--- config.mk ---
export PLATFORM = sky130hd
export DESIGN_NAME = logic_seq_ctrl_flat
export DESIGN_NICKNAME = d
export VERILOG_FILES = /design/src/rtl/logic_seq_if.sv /design/src/rtl/logic_seq_ctrl.sv /design/src/flat_wrapper.sv
export SDC_FILE = /design/constraint.sdc
export NUM_CORES = 1
export LEC_CHECK = 0
export CORE_MARGIN = 2
export CORE_UTILIZATION = 25
export DETAILED_ROUTE_END_ITERATION = 8
export HOLD_SLACK_MARGIN = 0.06
export SYNTH_ARGS = -nofsm -noshare
export SYNTH_HDL_FRONTEND = slang
export SYNTH_SLANG_ARGS = --single-unit
--- constraint.sdc ---
create_clock -name clk -period 1.5 [get_ports clk]
set_clock_uncertainty 0.15 [all_clocks]
set_input_delay 0.225 -clock clk [delete_from_list [all_inputs] [get_ports clk]]
set_output_delay 0.225 -clock clk [all_outputs]
set_load 0.01 [all_outputs]
--- src/rtl/logic_seq_if.sv ---
// logic_seq_if: operand/op request, status and 1-bit logic unit bus (LOGSEQ_ZFLAG_EN adds zero)
interface logic_seq_if #(parameter int WIDTH = 8);
   logic             start;
   logic [WIDTH-1:0] A;
   logic [WIDTH-1:0] B;
   logic [1:0]       op;
   logic             lu_a;
   logic             lu_b;
   logic [1:0]       lu_control;
   logic             lu_out;
   logic             busy;
   logic             done;
   logic [WIDTH-1:0] result;
`ifdef LOGSEQ_ZFLAG_EN
   logic             zero;
   modport master (output start, A, B, op, lu_out,
                   input lu_a, lu_b, lu_control, busy, done, result, zero);
   modport slave  (input start, A, B, op, lu_out,
                   output lu_a, lu_b, lu_control, busy, done, result, zero);
`else
   modport master (output start, A, B, op, lu_out,
                   input lu_a, lu_b, lu_control, busy, done, result);
   modport slave  (input start, A, B, op, lu_out,
                   output lu_a, lu_b, lu_control, busy, done, result);
`endif
endinterface

--- src/rtl/logic_seq_ctrl.sv ---
// logic_seq_ctrl: bit-serial LSB-first sequencer for a shared 1-bit logic unit (LOGSEQ_ZFLAG_EN adds zero flag)
module logic_seq_ctrl #(parameter int WIDTH = 8) (
   input logic        clk,
   input logic        reset,
   logic_seq_if.slave bus
);
   localparam int CW = $clog2(WIDTH);
   localparam logic [CW-1:0] LAST = CW'(WIDTH - 1);
   typedef enum logic [1:0] {IDLE, RUN, DONE} state_t;
   state_t           state;
   logic [WIDTH-1:0] sa, sb, acc, result_r;
   logic [1:0]       op_r;
   logic [CW-1:0]    cnt;
   logic [WIDTH-1:0] acc_next;
   assign acc_next       = {bus.lu_out, acc[WIDTH-1:1]};
   assign bus.busy       = state == RUN;
   assign bus.done       = state == DONE;
   assign bus.result     = result_r;
   assign bus.lu_a       = (state == RUN) & sa[0];
   assign bus.lu_b       = (state == RUN) & sb[0];
   assign bus.lu_control = state == RUN ? op_r : 2'b00;
`ifdef LOGSEQ_ZFLAG_EN
   logic zero_r;
   assign bus.zero = zero_r;
   // zero flag loads only together with result so the two never disagree
   always_ff @(posedge clk)
      if (reset)
         zero_r <= 1'b0;
      else if (state == RUN && cnt == LAST)
         zero_r <= acc_next == '0;
`endif
   // sequencer: capture on start from IDLE/DONE, stream one bit per cycle, publish whole result at the end
   always_ff @(posedge clk) begin
      if (reset) begin
         state    <= IDLE;
         sa       <= '0;
         sb       <= '0;
         acc      <= '0;
         op_r     <= 2'b00;
         cnt      <= '0;
         result_r <= '0;
      end else begin
         case (state)
            RUN: begin
               acc <= acc_next;
               sa  <= sa >> 1;
               sb  <= sb >> 1;
               cnt <= cnt + CW'(1);
               if (cnt == LAST) begin
                  result_r <= acc_next;
                  state    <= DONE;
               end
            end
            default: begin
               state <= bus.start ? RUN : IDLE;
               if (bus.start) begin
                  sa   <= bus.A;
                  sb   <= bus.B;
                  op_r <= bus.op;
                  cnt  <= '0;
               end
            end
         endcase
      end
   end
endmodule

--- src/flat_wrapper.sv ---
// flat-port wrapper written by rule: the top's interface ports become plain ports
module logic_seq_ctrl_flat 
#(parameter int WIDTH = 8)
  (clk, reset, bus_start, bus_A, bus_B, bus_op, bus_lu_out, bus_lu_a, bus_lu_b, bus_lu_control, bus_busy, bus_done, bus_result);
  logic_seq_if #(.WIDTH(WIDTH)) bus_i ();
  input logic clk;
  input logic reset;
  input wire logic [$bits(bus_i.start)-1:0] bus_start;
  input wire logic [$bits(bus_i.A)-1:0] bus_A;
  input wire logic [$bits(bus_i.B)-1:0] bus_B;
  input wire logic [$bits(bus_i.op)-1:0] bus_op;
  input wire logic [$bits(bus_i.lu_out)-1:0] bus_lu_out;
  output wire logic [$bits(bus_i.lu_a)-1:0] bus_lu_a;
  output wire logic [$bits(bus_i.lu_b)-1:0] bus_lu_b;
  output wire logic [$bits(bus_i.lu_control)-1:0] bus_lu_control;
  output wire logic [$bits(bus_i.busy)-1:0] bus_busy;
  output wire logic [$bits(bus_i.done)-1:0] bus_done;
  output wire logic [$bits(bus_i.result)-1:0] bus_result;
  assign bus_i.start = bus_start;
  assign bus_i.A = bus_A;
  assign bus_i.B = bus_B;
  assign bus_i.op = bus_op;
  assign bus_i.lu_out = bus_lu_out;
  assign bus_lu_a = bus_i.lu_a;
  assign bus_lu_b = bus_i.lu_b;
  assign bus_lu_control = bus_i.lu_control;
  assign bus_busy = bus_i.busy;
  assign bus_done = bus_i.done;
  assign bus_result = bus_i.result;
  logic_seq_ctrl #(.WIDTH(WIDTH)) u_core (.clk(clk), .reset(reset), .bus(bus_i));
endmodule
; After elaboration in Yosys (flattened, before gate mapping)
; Index checks and enable logic that the tools add are counted.
[word_totals]
register_bits = 39
input_bits = 22
output_inout_bits = 14
elab_cells = 31
[classes]
add_sub_neg = 1
eq_ne = 4
n_mux = 10
bitwise = 3
reduce_logical = 4
[op_table]
columns = operator, count
row1 = $mux W7, 4
row2 = $mux W2, 3
row3 = $mux W3, 2
row4 = $reduce_and A2 Y1, 2
row5 = $add A3 B1 Y3 const B, 1
row6 = $eq A3 B3 Y1 const B, 1
row7 = $and A1 B1 Y1, 2
row8 = $eq A2 B1 Y1 const B, 1
row9 = $eq A2 B2 Y1 const B, 1
row10 = $ne A2 B1 Y1 const B, 1
row11 = $reduce_bool A2 Y1, 1
row12 = $reduce_or A2 Y1, 1
row13 = $mux W1, 1
row14 = $not A1 Y1, 1

; Logic depth before layout (Yosys ltp)
[logic_depth]
depth_word = 3
mapped_depth = 6
ltp_nobuf = 5

; Worst setup path after synthesis
; Ideal clock, no wire load.
[synth_path]
path_type = reg2reg
from = register u_core.cnt[0]
to = register u_core.state[0]
setup_ns = 0.086
arrival_ns = 1.138
t_required_ns = 1.264
slack_ns = 0.126
stages_incl_launch_ff = 6
n_path_buf = 1
period_less_slack_ns = 1.374
cell_sequence = dfxtp_1 > ha_1 > ha_1 > and3b_1 > buf_2 > a211oi_1
[synth_between]
elab_chain_cells = 2
[synth_lines]
columns = item, line_no
row1 = "start, declared", logic_seq_ctrl.sv:13  ; logic [CW-1:0] cnt;
row2 = "start signal, assigned", logic_seq_ctrl.sv:48  ; cnt <= cnt + CW'(1);
row3 = $eq A3 B3 Y1, logic_seq_ctrl.sv:49  ; if (cnt == LAST) begin
row4 = $ne A2 B1 Y1 (no line), n/a
row5 = "end signal, assigned", logic_seq_ctrl.sv:55  ; state <= bus.start ? RUN : IDLE;
row6 = "end, declared", logic_seq_ctrl.sv:10  ; state_t state;
; No other way between the ends.
; A chain may end at the register's enable or synchronous reset.

; Final worst setup path
[layout_path]
from = register u_core.state[1]
to = output bus_lu_b
[layout_between]
elab_chain_cells = 2
[layout_lines]
columns = item, line_no
row1 = $eq A2 B1 Y1, logic_seq_ctrl.sv:20  ; assign bus.lu_b = (state == RUN) & sb[0];
row2 = $and A1 B1 Y1, logic_seq_ctrl.sv:20
row3 = "end, declared", flat_wrapper.sv:14  ; output wire logic [$bits(bus_i.lu_b)-1:0] bus_lu_b;
; No other way between the ends.

==> flow_summary.yaml <==
sta:
  fin_hold_ws_ns: 0.302
  period_needed_ns: 1.45
  slew-limit-headroom_pct: 85.3
  tightest_slew_ns: 0.221
  fmax_ghz: 0.690
  rsz0062_at_grt: "true"
  report.final.slew_viol_count: 0
  tns_ns: 0
  hold_violations: 0
  min_period_over_period_pct: 96.5
  finalSetupViolations: 0
routing:
  drcViolationCount: 0
  ant_nets: 0
  vias: 1370
  wl_per_cell_um: 11.9
  wirelength_um: 3650
  drtIter0Drc: 59
  drt-pass1-iter-count: 4
  viasPerCell: 4.46
pwr:
  leakage_uw: 0.000893
  ir_worst_vdd_uv: 328
  powerDensity_nw_per_um2: 986
  p_total_uw: 2240
worst_hold_path:
  min_path_cells: 2
  min_path_type: "flop to flop"
global_route:
  grt_usage_pct: 10.6
  grt_overflow: 0
  grt_max_degree: 39
  antenna_found_initial: 0
  grt_pass1_vias: 1262
  grt_pass1_wl_um: 6160
clock_network:
  cts_root_buf: "clkbuf_8"
  clk_latency_ns: 0.29
  cts_buffers: 5
  cts_hold_buf: 0
  clock-sinks: 38
  clockBufferDepth: 2
  htreeDepth: 2
  cts_tree: "yes"
  cts.clk_slew.worst_paths_ns: 0.08
yosys:
  synth.most_common_cell: "nand2_1"
  ys_types: 24
  syn_area_um2: 1660
  yosysTopAreaCell: "dfxtp_1"
  synthTopCellsByCount: "nand2_1 (46), dfxtp_1 (38), a21oi_1 (22)"
  synth_ff_type: "dfxtp_1"
  synth-edff-count: 0
  synth.area.top_cells: "dfxtp_1 (46%), nand2_1 (10%), a211oi_2 (9.1%), a21oi_1 (6.7%), a21oi_2 (6.3%)"
  synthCells: 187
  yosys_warnings: 0
  syn_nets: 211
  async_reset_ff_share_pct: 0
  synth_top_cell_area_share_pct: 46.0
  synth-seq-cells: 38
  ys_seq_area_share_pct: 46.0
  avgSynthCellArea_um2: 8.85
worst_setup_path:
  critPathSlowestCell: "dfxtp_2"
  critPathKind: "flop to output pin"
  path_cells: "nand2b_4, inv_8, and2_4, buf_6"
  end_kind: "output pin"
  critPathMaxStageDelay_ns: 0.32
  cp_max_fo: 5
  r2r_cells: 4
  crit_required_ns: 1.12
  start_kind: "flop"
  crit_arrival_ns: 1.07
cells_and_area:
  drive_gt1_share_pct: 27.0
  layout.nets: 253
  finalNonFillerCells: 307
  area_growth_pct: 37.3
  antenna_cells: 0
  fillers: 683
floorplanning:
  rows: 29
  ios: 36
  die_x_um: 85.4
  die_area_um2: 7290
  start_util_pct: 25.9
  die_h_um: 85.4
  core_area_um2: 6390
placed_design:
  io_buffers: 35
  dp.cells: 296
  gp_congestion: 0.670
  hpwl_um: 2330
flow_run:
  cap_violations: 0
run_status:
  status: "complete, no violations"
sequential cells by signal (all words and copies together) (netlist names):
| signal | flops |
|---|---|
| u_core.state | 2 |
| u_core.sb | 8 |
| u_core.sa | 8 |
| u_core.op_r | 2 |
| u_core.bus.result | 8 |
| u_core.cnt | 3 |
| u_core.acc | 7 |
final cells by class:
cell class | count | area (µm²) | share of cell area, %
timing repair inverter | 1 | 6.26 | 0.275
multi-input combinational | 133 | 800 | 35.2
sequential | 38 | 763 | 33.6
inverter | 2 | 15.0 | 0.660
tap | 77 | 96.3 | 4.24
clock buffer | 5 | 68.8 | 3.03
clock inverter | 3 | 40.0 | 1.76
timing repair buffer | 48 | 484 | 21.3
worst max-delay path, delay by kind of cell, from the launching register on:
kind	cells	cell delay [ns]
flip-flops	1	0.32
buffers and inverters	2	0.17
AND/OR/NAND/NOR	2	0.30
final timing paths:
| kind | end | startpoint | slack [ns] |
|---|---|---|---|
| setup / recovery | bus_lu_b | u_core.state[1] | 0.05 |
| hold / removal | u_core.bus.result[5] | u_core.bus.result[5] | 0.30 |
| setup reg to reg | u_core.state[0] | u_core.cnt[0] | 0.07 |
| hold reg to reg | u_core.bus.result[5] | u_core.bus.result[5] | 0.30 |
power breakdown:
group | internal (µW) | switching [µW]
Sequential | 1050 | 28.5
Combinational | 159 | 152
Clock | 489 | 359
Total | 1700 | 540
cell usage in the layout, fill, tap and decap left out, drive strengths merged:
| master | synthesis | routed |
|---|---|---|
| bufinv | 0 | 1 |
| inv | 2 | 3 |
| a211oi | 15 | 15 |
| ha | 2 | 2 |
| clkbuf | 3 | 5 |
| a21oi | 34 | 34 |
| nand2b | 2 | 2 |
| nor2 | 15 | 15 |
| nor3 | 2 | 2 |
| nor2b | 1 | 1 |
| clkinv | 0 | 2 |
| nand2 | 46 | 46 |
| dfxtp | 38 | 38 |
| mux2i | 2 | 2 |
| nand3 | 5 | 5 |
| buf | 12 | 19 |
| and2 | 4 | 4 |
| and3b | 1 | 2 |
| dlygate4sd2 | 0 | 8 |
| o21ai | 2 | 2 |
| nand3b | 1 | 1 |
| clkdlybuf4s50 | 0 | 21 |
cell families (layout without fill, tap and decap cells):
group / count (synthesis) / in the layout / share of synthesized area (%)
simple gates: 77 / 78 / 19.6
compound gates: 51 / 51 / 24.0
flops: 38 / 38 / 46.0
buf+inv: 17 / 59 / 7.71
fa+ha+maj: 2 / 2 / 1.51
mux: 2 / 2 / 1.21
metrics by stage:
step	instance area (µm²)	utilization [%]	setup WS (ns)
6_report	2270	35.6	0.0518
5_1_grt	2270	35.6	-0.00317
4_1_cts	2210	34.7	0.00628
3_5_place_dp	2120	33.2	-0.186
3_3_place_gp	2120	33.2	-0.187
2_1_floorplan	1660	-	0.126
layer usage:
metal	vias up	share of wire (%)	GRT usage, %
met5	-	0	0
met4	0	0.80	4.33
met3	2	4.0	2.63
met2	28	46	16.8
met1	623	49	13.8
li1	717	-	-
timing repair:
| action | CTS | global route |
|---|---|---|
| gates cloned | 1 | 1 |
| resized for setup | 34 | 15 |
| buffers inserted | 1 | 0 |
| endpoints found under the setup margin | 14 | 24 |
| pin swaps | 0 | 1 |
Note: power is estimated with default switching activity, not from simulation.
